File: config.mk
export PLATFORM = sky130hd
export DESIGN_NAME = led_status_arb
export DESIGN_NICKNAME = d
export VERILOG_FILES = /design/src/rtl/led_status_arb.sv
export SDC_FILE = /design/constraint.sdc
export NUM_CORES = 1
export LEC_CHECK = 0
export BUFFER_PORTS_ARGS = -buffer_cell sky130_fd_sc_hd__buf_2
export CORE_MARGIN = 10
export CORE_UTILIZATION = 30
export DETAILED_ROUTE_END_ITERATION = 10
export PLACE_DENSITY = 0.48
export SLEW_MARGIN = 10
export SYNTH_ARGS = -nofsm -noshare
export SYNTH_HDL_FRONTEND = slang
export SYNTH_SLANG_ARGS = --single-unit
File: constraint.sdc
create_clock -name sysclk_i -period 2 [get_ports sysclk_i]
set_input_delay 0 -clock sysclk_i [delete_from_list [all_inputs] [get_ports sysclk_i]]
set_output_delay 0 -clock sysclk_i [all_outputs]
set_load 0.05 [all_outputs]
File: src/rtl/led_status_arb.sv
// Priority arbiter for the drive-bay amber/green status LED pair.
// Picks the highest active status, holds lower-priority downgrades for HOLD_SEC ticks.
module led_status_arb #(
  parameter int HOLD_SEC   = 2,
  parameter int LOCATE_SEC = 15,
  parameter int LAMP_SEC   = 3
) (
  input  logic       sysclk_i,
  input  logic       rst_i,
  input  logic       clk_1hz_i,
  input  logic       clk_2hz_i,
  input  logic       clk_4hz_i,
  input  logic       clk_4hz_500ms_i,
  input  logic       fault_req_i,
  input  logic       warn_req_i,
  input  logic       rebuild_req_i,
  input  logic       act_req_i,
  input  logic       pwr_ok_i,
  input  logic       locate_pulse_i,
  input  logic       locate_clr_i,
  input  logic       lamp_test_i,
  output logic       led_amber_o,
  output logic       led_green_o,
  output logic [2:0] state_o,
  output logic       locate_act_o
);

  // state   | meaning
  // OFF     | nothing requested, both LEDs dark
  // PWR     | power good, steady green
  // ACT     | activity, green blinks on clk_4hz_500ms
  // REBUILD | rebuild in progress, green blinks 2 Hz
  // LOCATE  | locate window, amber blinks 4 Hz
  // WARN    | warning, amber blinks 1 Hz
  // FAULT   | fault, steady amber
  // LAMP    | lamp test, both lit
  typedef enum logic [2:0] {
    ST_OFF, ST_PWR, ST_ACT, ST_REBUILD, ST_LOCATE, ST_WARN, ST_FAULT, ST_LAMP
  } state_t;

  localparam int HW = $clog2(HOLD_SEC + 1);
  localparam int LW = $clog2(LOCATE_SEC + 1);
  localparam int TW = $clog2(LAMP_SEC + 1);

  state_t        state_q, state_d;
  logic [HW-1:0] hold_q, hold_d;
  logic [LW-1:0] loc_cnt_q, loc_cnt_d;
  logic [TW-1:0] lamp_cnt_q, lamp_cnt_d;
  logic          loc_act_q, loc_act_d;
  logic          lamp_act_q, lamp_act_d;
  logic          tick_prev_q;
  logic          amber_q, amber_d;
  logic          green_q, green_d;

  logic          tick;
  logic          lamp_expire;
  logic [7:0]    req;
  logic [2:0]    tgt;

  always_ff @(posedge sysclk_i) begin
    if (rst_i) begin
      state_q     <= ST_OFF;
      hold_q      <= '0;
      loc_cnt_q   <= '0;
      lamp_cnt_q  <= '0;
      loc_act_q   <= 1'b0;
      lamp_act_q  <= 1'b0;
      tick_prev_q <= 1'b0;
      amber_q     <= 1'b0;
      green_q     <= 1'b0;
    end else begin
      state_q     <= state_d;
      hold_q      <= hold_d;
      loc_cnt_q   <= loc_cnt_d;
      lamp_cnt_q  <= lamp_cnt_d;
      loc_act_q   <= loc_act_d;
      lamp_act_q  <= lamp_act_d;
      tick_prev_q <= clk_1hz_i;
      amber_q     <= amber_d;
      green_q     <= green_d;
    end
  end

  always_comb begin
    tick       = clk_1hz_i & ~tick_prev_q;
    loc_act_d  = loc_act_q;
    loc_cnt_d  = loc_cnt_q;
    lamp_act_d = lamp_act_q;
    lamp_cnt_d = lamp_cnt_q;

    if (locate_clr_i) begin
      loc_act_d = 1'b0;
      loc_cnt_d = '0;
    end else if (locate_pulse_i) begin
      loc_act_d = 1'b1;
      loc_cnt_d = LW'(LOCATE_SEC);
    end else if (loc_act_q) begin
      if (loc_cnt_q == '0) loc_act_d = 1'b0;
      else if (tick)       loc_cnt_d = loc_cnt_q - LW'(1);
    end

    if (lamp_test_i) begin
      lamp_act_d = 1'b1;
      lamp_cnt_d = TW'(LAMP_SEC);
    end else if (lamp_act_q) begin
      if (lamp_cnt_q == '0) lamp_act_d = 1'b0;
      else if (tick)        lamp_cnt_d = lamp_cnt_q - TW'(1);
    end

    // The lamp request is dropped in its final cycle so the display
    // leaves LAMP together with the window, ignoring any pending hold.
    lamp_expire = lamp_act_q && (lamp_cnt_q == '0) && !lamp_test_i;

    req = {lamp_act_q & ~lamp_expire, fault_req_i, warn_req_i, loc_act_q,
           rebuild_req_i, act_req_i, pwr_ok_i, 1'b1};
    tgt = 3'd0;
    for (int i = 1; i < 8; i++) begin
      if (req[i]) tgt = 3'(i);
    end

    state_d = state_q;
    if (tgt > state_q || (tgt < state_q && (hold_q == '0 || lamp_expire)))
      state_d = state_t'(tgt);

    hold_d = hold_q;
    if (state_d != state_q)        hold_d = HW'(HOLD_SEC);
    else if (tick && hold_q != '0) hold_d = hold_q - HW'(1);

    amber_d = 1'b0;
    green_d = 1'b0;
    case (state_q)
      ST_OFF:     ;
      ST_PWR:     green_d = 1'b1;
      ST_ACT:     green_d = clk_4hz_500ms_i;
      ST_REBUILD: green_d = clk_2hz_i;
      ST_LOCATE:  amber_d = clk_4hz_i;
      ST_WARN:    amber_d = clk_1hz_i;
      ST_FAULT:   amber_d = 1'b1;
      ST_LAMP: begin
        amber_d = 1'b1;
        green_d = 1'b1;
      end
      default: ;
    endcase
  end

  assign state_o      = state_q;
  assign locate_act_o = loc_act_q;
  assign led_amber_o  = amber_q;
  assign led_green_o  = green_q;

endmodule
==> results of run 1 <==
[power groups by stage]
stage	registers, uW	clock network, uW	logic [uW]
3_3_place_gp	398	0	427
6_report	393	218	514
3_5_place_dp	398	0	437
5_1_grt	400	244	564
2_1_floorplan	474	0	240
4_1_cts	393	232	486
[metrics by stage]
step	power (uW)	util, %
2_1_floorplan	714	-
3_3_place_gp	825	38.2
3_5_place_dp	835	38.2
4_1_cts	1110	43.2
5_1_grt	1210	44.4
6_report	1130	44.4
[logic make-up after synthesis]
| kind of cell | after synthesis | synth area share [%] |
|---|---|---|
| AOI/OAI and AO/OA | 26 | 23.9 |
| xor gates and xnor gates | 6 | 5.32 |
| adders and majority gates | 6 | 7.59 |
| buffers and inverters | 14 | 5.32 |
| DFF | 16 | 32.4 |
| muxes | 2 | 2.03 |
| and+or+nand+nor | 41 | 23.4 |
[final timing paths]
| path | end | slack, ns | cells past startpoint |
|---|---|---|---|
| max reg2reg | hold_q[0] | 0.01 | 12 |
| min reg2reg | lamp_cnt_q[1] | 0.50 | 2 |
| max | hold_q[0] | 0.01 | 12 |
| min | led_green_o | 0.04 | 5 |
[routing by layer]
layer / up-vias / part of all wire (%) / global-route usage (%)
met4: 0 / 0.78 / 3.28
met5: - / 0 / 0
met1: 405 / 47 / 10.5
li1: 458 / - / -
met2: 14 / 47 / 13.5
met3: 2 / 4.2 / 2.07
[state kept, by name, summed over array words and instances (netlist names)]
register      cells
hold_q            2
tick_prev_q       1
loc_cnt_q         4
led_amber_o       1
lamp_act_q        1
led_green_o       1
state_o           3
lamp_cnt_q        2
locate_act_o      1
[area by class of cell]
type                            instances  share of cell area [%]
Inverter                               12                    3.27
Sequential cell                        16                    23.6
Clock buffer                            4                    2.63
Timing Repair Buffer                   35                    16.8
Tap cell                               44                    4.00
Multi-Input combinational cell         81                    49.7
[cells in the mapped netlist, types with 2 or more instances]
master	instances
xor2_1	2
mux2i_1	2
inv_1	12
a211oi_1	5
and2b_1	2
a211oi_2	2
ha_1	6
nor2_1	18
xnor2_1	4
clkbuf_1	2
o21a_1	5
nor2b_1	5
o211ai_1	2
nand2_1	5
dfxtp_1	16
nor3_1	3
nor3_2	2
a21oi_1	3
[repair_timing]
| action | in CTS | in global routing |
|---|---|---|
| hold endpoints to repair | 10 | 0 |
| gates resized for setup | 10 | 8 |
| buffers inserted | 3 | 1 |
| hold buffers | 5 | 0 |
| pin swaps | 9 | 8 |
| endpoints found under the setup margin | 4 | 5 |
[worst register-to-register path: cells and delay by family, from the launching register on]
kind                     cells  cell delay (ns)
AO/OA/AOI/OAI                5             0.64
adder cells (fa/ha/maj)      2             0.43
buffers and inverters        3             0.30
flip-flops                   1             0.33
AND/OR/NAND/NOR              2             0.19
==> results.toml, run 1 <==
[timing]
setup_tns_ns = 0
slew-limit-headroom_pct = 76.2
worst_pin_slew_ns = 0.357
finalCriticalPeriod_ns = 1.99
max_freq_ghz = 0.503
slew_violations = 0
fin_ws_ns = 0.0137
timing_hold_violations_final = 0
rsz0062_at_grt = "yes"
setup_violations = 0
skew_ns = 0.0165
fin_hold_ws_ns = 0.0416
period_share_pct = 99.3

[critical_path]
timing_worst_setup_path_type = "reg2reg"
startpoint_type = "flip-flop"
arrival_ns = 2.17
crit_fanout = 7
crit_buf_inv = 3
cp-end-kind = "flip-flop"
cpLargestDelayFamily = "compound AO/OA/AOI/OAI gates"
r2r-start = "lamp_cnt_q[0]"
slowest_delay_ns = 0.33
setup.worst_path.start = "lamp_cnt_q[0]"
cp_slowest_cell = "dfxtp_2"
crit_chain = "inv_2 -> ha_4 -> nand2b_4 -> a21oi_4 -> o31ai_4 -> ha_4 -> nor2b_4 -> o21ai_2 -> a21oi_4 -> buf_4 -> buf_6 -> a211oi_2"
required_ns = 2.19

[die]
die_h_um = 77.4
io_pins = 20
initial_core_util_pct = 31.9
die_area_um2 = 5990
fp-row-count = 20
core-area_um2 = 3100
die_x_um = 77.4

[final_layout]
final_common_cell = "buf_2"
final_cell_mix = "19 x buf_2, 17 x nor2_1, 12 x dfxtp_1"
final_cells = 192
multi_input_area_um2 = 684
regArea_um2 = 325
diodes = 0
fin_area_um2 = 1380
drive_gt1_share_pct = 41.2
final_nets = 169
fillers = 329
area_growth_pct = 39.4

[clocking]
cts_tree = "built"
clk_path_buf_depth = 2
clock_latency_ns = 0.29
numCtsBuffers = 3
clkSlewWorstSetupHoldPaths_ns = 0.11
clkSinkCount = 16
root_buffer = "clkbuf_4"
htree_levels = 1

[global_route]
grt-ovfl-total = 0
grt_pass1_wl_um = 4260
grt_max_degree = 16
grt_pass1_vias = 945
antenna_found_initial = 0
groute.usage.overall_pct = 8.39

[synthesis]
syn_inst = 111
synthTopCellsByArea = "dfxtp_1 32%, ha_1 7.6%, nor2_1 6.8%"
synth_largest_area_cell = "dfxtp_1"
ys_ff_latch = 16
synth_top_area_share_pct = 32.4
yosys_warnings = 0
synth_cell_types = 33
synth_ff_type = "dfxtp_1"
syn_nets = 131
synth_async_sr_flop_share_pct = 0
avgSynthCellArea_um2 = 8.90
synth-edff-count = 0
syn_area_um2 = 988
ys_seq_area_share_pct = 32.4

[pwr]
pwr-share-comb_pct = 45.7
p_per_area_nw_per_um2 = 817
swShare_pct = 38.1
leakage_uw = 0.000587
intPower_uw = 696
ir_worst_vdd_v = 0.000334
p_seq_share_pct = 35.0
power_frac_clock_pct = 19.4
netSwitchingPower_uw = 429

[route]
routed_wl_um = 2440
drtAntennaViolNets = 0
routed_via_density = 4.58
drcViolationCount = 0
firstDrtPassIters = 4
vias = 879
dr.first_iter.drc_count = 33
avgRoutedWirePerCell_um = 12.7

[worst_hold_path]
min_from = "clk_4hz_500ms_i"
worstHoldPathType = "in2reg"

[placement]
post-place-cells = 179
io_buffer_count = 19
hpwl_um = 1880
place_area_um2 = 1190
gp_congestion = 0.731
dp_slack_ns = -0.0982

[status]
status = "complete, no violations"

[job]
timing.max_cap.violations = 0
Power figures use the tool's default switching activity.
==> run 2: changes to the inputs <==
--- a/config.mk
+++ b/config.mk
@@ -6,11 +6,13 @@
 export NUM_CORES = 1
 export LEC_CHECK = 0
 export BUFFER_PORTS_ARGS = -buffer_cell sky130_fd_sc_hd__buf_2
+export CELL_PAD_IN_SITES_DETAIL_PLACEMENT = 1
+export CELL_PAD_IN_SITES_GLOBAL_PLACEMENT = 1
 export CORE_MARGIN = 10
 export CORE_UTILIZATION = 30
 export DETAILED_ROUTE_END_ITERATION = 10
-export PLACE_DENSITY = 0.48
-export SLEW_MARGIN = 10
+export PLACE_DENSITY = 0.58
+export SLEW_MARGIN = 20
 export SYNTH_ARGS = -nofsm -noshare
 export SYNTH_HDL_FRONTEND = slang
 export SYNTH_SLANG_ARGS = --single-unit
==> constraint.sdc (replaced) <==
create_clock -name sysclk_i -period 2.5 [get_ports sysclk_i]
set_input_delay 0 -clock sysclk_i [delete_from_list [all_inputs] [get_ports sysclk_i]]
set_output_delay 0 -clock sysclk_i [all_outputs]
set_load 0.05 [all_outputs]
==> results.toml, run 2 (same netlist as run 1, synthesis figures left out) <==
[global_route]
groute.usage.overall_pct = 8.60
grt_pass1_wl_um = 4280
grt_pass1_vias = 907
grt-ovfl-total = 0
grt_max_degree = 16
antenna_found_initial = 0

[placement]
gp_congestion = 0.725
hpwl_um = 1920
io_buffer_count = 19
place_area_um2 = 1130

[pwr]
p_seq_share_pct = 39.8
power_frac_clock_pct = 21.4
totalPowerFinal_uw = 818
pwr-share-comb_pct = 38.8
swShare_pct = 39.1
intPower_uw = 498
netSwitchingPower_uw = 320
ir_worst_vdd_v = 0.000263
leakage_uw = 0.000526
p_per_area_nw_per_um2 = 672

[timing]
max_freq_ghz = 0.442
worst_pin_slew_ns = 0.358
slew_violations = 0
slew-limit-headroom_pct = 76.1
fin_hold_ws_ns = 0.0446
finalCriticalPeriod_ns = 2.26
skew_ns = 0.00286
setup_tns_ns = 0
rsz0062_at_grt = "no"
timing_hold_violations_final = 0
setup_violations = 0
period_share_pct = 90.5

[die]
io_pins = 20
fp-row-count = 20
die_h_um = 77.4
die_x_um = 77.4
die_area_um2 = 5990
core-area_um2 = 3100
initial_core_util_pct = 31.9

[route]
avgRoutedWirePerCell_um = 13.1
drcViolationCount = 0
firstDrtPassIters = 3
drtAntennaViolNets = 0
routed_wl_um = 2380
dr.first_iter.drc_count = 32
vias = 861
routed_via_density = 4.76

[clocking]
htree_levels = 1
clkSlewWorstSetupHoldPaths_ns = 0.10
cts_tree = "built"
cts_hold_buffers = 5
cts_setup_buffers = 0
clk_path_buf_depth = 2
cts.repair.resized = 0
clkSinkCount = 16
root_buffer = "clkbuf_4"
numCtsBuffers = 3
clock_latency_ns = 0.29

[critical_path]
arrival_ns = 2.44
crit_fanout = 7
required_ns = 2.68
startpoint_type = "flip-flop"
timing_worst_setup_path_type = "reg2reg"
cp-end-kind = "flip-flop"

[job]
timing.max_cap.violations = 0

[worst_hold_path]
worstHoldPathType = "in2reg"

[final_layout]
final_nets = 158
largest_register_ffs = 4
final_common_cell = "buf_2"
final_cell_mix = "19 x buf_2, 18 x nor2_1, 16 x dfxtp_1"
drive_gt1_share_pct = 25.5
fillers = 408
fin_area_um2 = 1220
diodes = 0
top_register = "loc_cnt_q"
area_growth_pct = 23.2

[status]
status = "complete, no violations"
-- run 2: changes by cell type in the layout (fill, tap and decap cells not counted), sizes merged --
cell  change
buf      -11
-- run 2: final cells by class --
type	instances	area, um^2	share of cell area, %
Multi-Input combinational cell	81	616	50.6
Timing Repair Buffer	24	145	11.9
Inverter	12	45.0	3.70
Sequential cell	16	320	26.3
Clock buffer	4	36.3	2.98
Tap cell	44	55.1	4.52
-- run 2: worst paths after layout --
check | from | end | slack [ns] | cells after the start
hold reg to reg | lamp_cnt_q[1] | lamp_cnt_q[1] | 0.50 | 2
setup reg to reg | lamp_cnt_q[0] | state_o[1] | 0.24 | 11
setup / recovery | lamp_cnt_q[0] | state_o[1] | 0.24 | 11
hold / removal | clk_4hz_i | led_amber_o | 0.04 | 3
-- run 2: power by group through the flow --
stage          clock [uW]  sequential, uW  combinational, uW
2_1_floorplan           0             378                191
3_3_place_gp            0             333                307
3_5_place_dp            0             334                314
4_1_cts               187             328                323
5_1_grt               196             335                355
6_report              175             326                317
-- run 2: critical path: stages (launching register included) --
cell and delay (ns):
dfxtp_1 0.33, inv_1 0.05, ha_1 0.21, nand2b_4 0.07, a21oi_2 0.21, o31ai_1 0.13, ha_1 0.31, nor2b_1 0.13
o21ai_0 0.14, a21oi_4 0.29, mux2i_1 0.22, nor2_1 0.06
-- run 2: through the flow --
step	worst slack [ns]	utilization, %	cells
floorplan	0.377	-	111
global placement	0.333	36.5	172
detailed placement	0.239	36.5	172
CTS	0.210	39.2	181
global route	0.0256	39.2	181
finish	0.238	39.2	181
-- run 2: routing by layer --
metal,track usage (%),share of wire (%),vias to the layer above
li1,-,-,440
met1,9.58,44,402
met2,14.8,51,14
met3,3.23,4.3,5
met4,2.74,1.2,0
met5,0,0,-
==> run 3: changes to the inputs <==
--- a/config.mk
+++ b/config.mk
@@ -5,13 +5,14 @@
 export SDC_FILE = /design/constraint.sdc
 export NUM_CORES = 1
 export LEC_CHECK = 0
+export ABC_AREA = 1
 export BUFFER_PORTS_ARGS = -buffer_cell sky130_fd_sc_hd__buf_2
 export CELL_PAD_IN_SITES_DETAIL_PLACEMENT = 1
 export CELL_PAD_IN_SITES_GLOBAL_PLACEMENT = 1
-export CORE_MARGIN = 10
-export CORE_UTILIZATION = 30
+export CORE_MARGIN = 3
+export CORE_UTILIZATION = 40
 export DETAILED_ROUTE_END_ITERATION = 10
-export PLACE_DENSITY = 0.58
+export PLACE_DENSITY = 0.79
 export SLEW_MARGIN = 20
 export SYNTH_ARGS = -nofsm -noshare
 export SYNTH_HDL_FRONTEND = slang
==> results.toml, run 3 <==
[global_route]
groute.usage.overall_pct = 16.6
grt_pass1_vias = 971
antenna_found_initial = 0
grt_max_degree = 13
grt-ovfl-total = 0
grt_pass1_wl_um = 4180

[pwr]
p_per_area_nw_per_um2 = 765
leakage_uw = 0.000625
ir_worst_vdd_v = 0.000513

[die]
die_x_um = 55.5
die_area_um2 = 3080
core-area_um2 = 2280
fp-row-count = 17
die_h_um = 55.5
initial_core_util_pct = 43.0
io_pins = 20

[synthesis]
synth_largest_area_cell = "dfxtp_1"
syn_inst = 139
synth_common_cells = "31 x inv_1, 24 x nand2_1, 16 x dfxtp_1, 12 x nor2_1, 7 x nand3_1"
ys_seq_area_share_pct = 32.7
syn_nets = 159
synth-edff-count = 0
synth_ff_type = "dfxtp_1"
synthTopCellsByArea = "dfxtp_1 33%, inv_1 12%, nand2_1 9.2%"
ys_ff_latch = 16
avgSynthCellArea_um2 = 7.04
yosysMostFrequentCell = "inv_1"
synth_async_sr_flop_share_pct = 0
synth_top_area_share_pct = 32.7
synth_cell_types = 23
yosys_warnings = 0
syn_area_um2 = 978

[clocking]
htree_levels = 1
root_buffer = "clkbuf_4"
clkSinkCount = 16
clock_latency_ns = 0.29
clk_path_buf_depth = 2
numCtsBuffers = 3
cts_tree = "built"
clkSlewWorstSetupHoldPaths_ns = 0.11

[final_layout]
top_register = "loc_cnt_q"
final_nets = 185
drive_gt1_share_pct = 22.0
final_common_cell = "inv_1"
fillers = 310
largest_register_ffs = 4
multi_input_area_um2 = 528
utilization_pct = 51.6
area_growth_pct = 20.1
diodes = 0
regArea_um2 = 320
final_cell_mix = "31 x inv_1, 24 x nand2_1, 19 x buf_2"

[route]
routed_via_density = 4.91
drcViolationCount = 0
firstDrtPassIters = 4
met1Wirelength_um = 1090
vias = 943
drtAntennaViolNets = 0
routed.top_layer = "met4"
dr.first_iter.drc_count = 8
route.met3.wl_um = 75
routed_wl_um = 2370
avgRoutedWirePerCell_um = 12.4
wl_met2_um = 1200

[placement]
gp_congestion = 0.751
io_buffer_count = 19
hpwl_um = 1880

[critical_path]
timing_worst_setup_path_type = "reg2reg"
crit_top_cell = "nand2_1"
required_ns = 2.71
crit_fanout = 12
slowest_delay_ns = 0.34
startpoint_type = "flip-flop"
crit_chain = "inv_1 -> ha_1 -> nand3_2 -> nand2_2 -> nand3_2 -> ha_1 -> nand2_1 -> nand2_2 -> inv_1 -> nand2_1 -> nand2_1 -> nand2_4 -> nand3_1 -> nand2_1 -> nor2_2 -> nand3_1 -> nand2_1 -> inv_1"
r2r-start = "lamp_cnt_q[0]"
cp_slowest_cell = "ha_1"
setup.worst_path.start = "lamp_cnt_q[0]"
cp-end-kind = "flip-flop"
arrival_ns = 2.42

[status]
status = "complete, no violations"

[timing]
rsz0062_at_grt = "no"
skew_ns = 0.00794
slew-limit-headroom_pct = 67.4
setup_tns_ns = 0
period_share_pct = 88.4
slew_violations = 0
worst_pin_slew_ns = 0.477
setup_violations = 0
max_freq_ghz = 0.453
timing_hold_violations_final = 0
finalCriticalPeriod_ns = 2.21

[worst_hold_path]
min_from = "locate_clr_i"
worstHoldPathType = "in2reg"

[job]
timing.max_cap.violations = 0
## run 3: cell count changes after synthesis, moves of 4 or more
cell / change
a31oi_1: +5
inv_1: +19
nand2_1: +19
nand3_1: +6
nand3_2: +4
nor2_1: -6
nor2b_1: -5
o21a_1: -4
o21ai_0: +4
xnor2_1: -4
## run 3: path summary, 6_finish.rpt
path,end,slack (ns),depth (start not counted)
max reg2reg,hold_q[1],0.29,18
max,hold_q[1],0.29,18
min,loc_cnt_q[1],0.002,4
min reg2reg,lamp_cnt_q[0],0.47,1
## run 3: area by class of cell
type	count	share of cell area [%]
Clock buffer	4	3.09
Inverter	32	10.2
Multi-Input combinational cell	89	44.9
Sequential cell	16	27.3
Tap cell	28	2.98
Timing Repair Buffer	23	11.5
## run 3: where the power goes
group / switching, uW / total, uW / internal (uW)
logic: 262 / 388 / 127
registers: 39.9 / 330 / 290
clock network: 91.2 / 180 / 88.6
total: 393 / 898 / 505
## run 3: what timing repair did
item	CTS	global route
hold endpoints to repair	3	0
setup endpoints to repair	0	2
setup buffers	0	0
gates resized for setup	0	1
hold buffers	4	0
## run 3: worst max-delay path, delay by kind of cell, from the launching register on
family / cells / cell delay [ns]
AND/OR/NAND/NOR: 13 / 1.15
adder cells (fa/ha/maj): 2 / 0.52
flip-flops: 1 / 0.33
buffers and inverters: 3 / 0.14
## run 3: cell families (layout without fill, tap and decap cells)
group / count (synthesis) / after routing / synth area share (%)
AOI/OAI and AO/OA: 24 / 24 / 15.2
and+or+nand+nor: 57 / 57 / 28.8
DFF: 16 / 16 / 32.7
xor gates and xnor gates: 2 / 2 / 1.79
buffers and inverters: 34 / 59 / 13.8
adders and majority gates: 6 / 6 / 7.67
## run 3: per-layer routing
metal  up-vias  global-route usage, %
met5         -                      0
met3         2                   3.50
met1       435                   20.5
met4         0                   4.17
li1        495                      -
met2        11                   29.1
## run 3: stage by stage
step,setup WS [ns],cell area (um^2),power (uW),cells,hold slack (ns)
after global placement,0.321,1090,700,184,0.250
after global routing,0.0196,1170,971,192,0.00636
after floorplan,0.342,978,642,139,0.124
final,0.291,1170,898,192,0.00184
after CTS,0.222,1170,898,192,0.00378
after detailed placement,0.245,1090,717,184,0.255
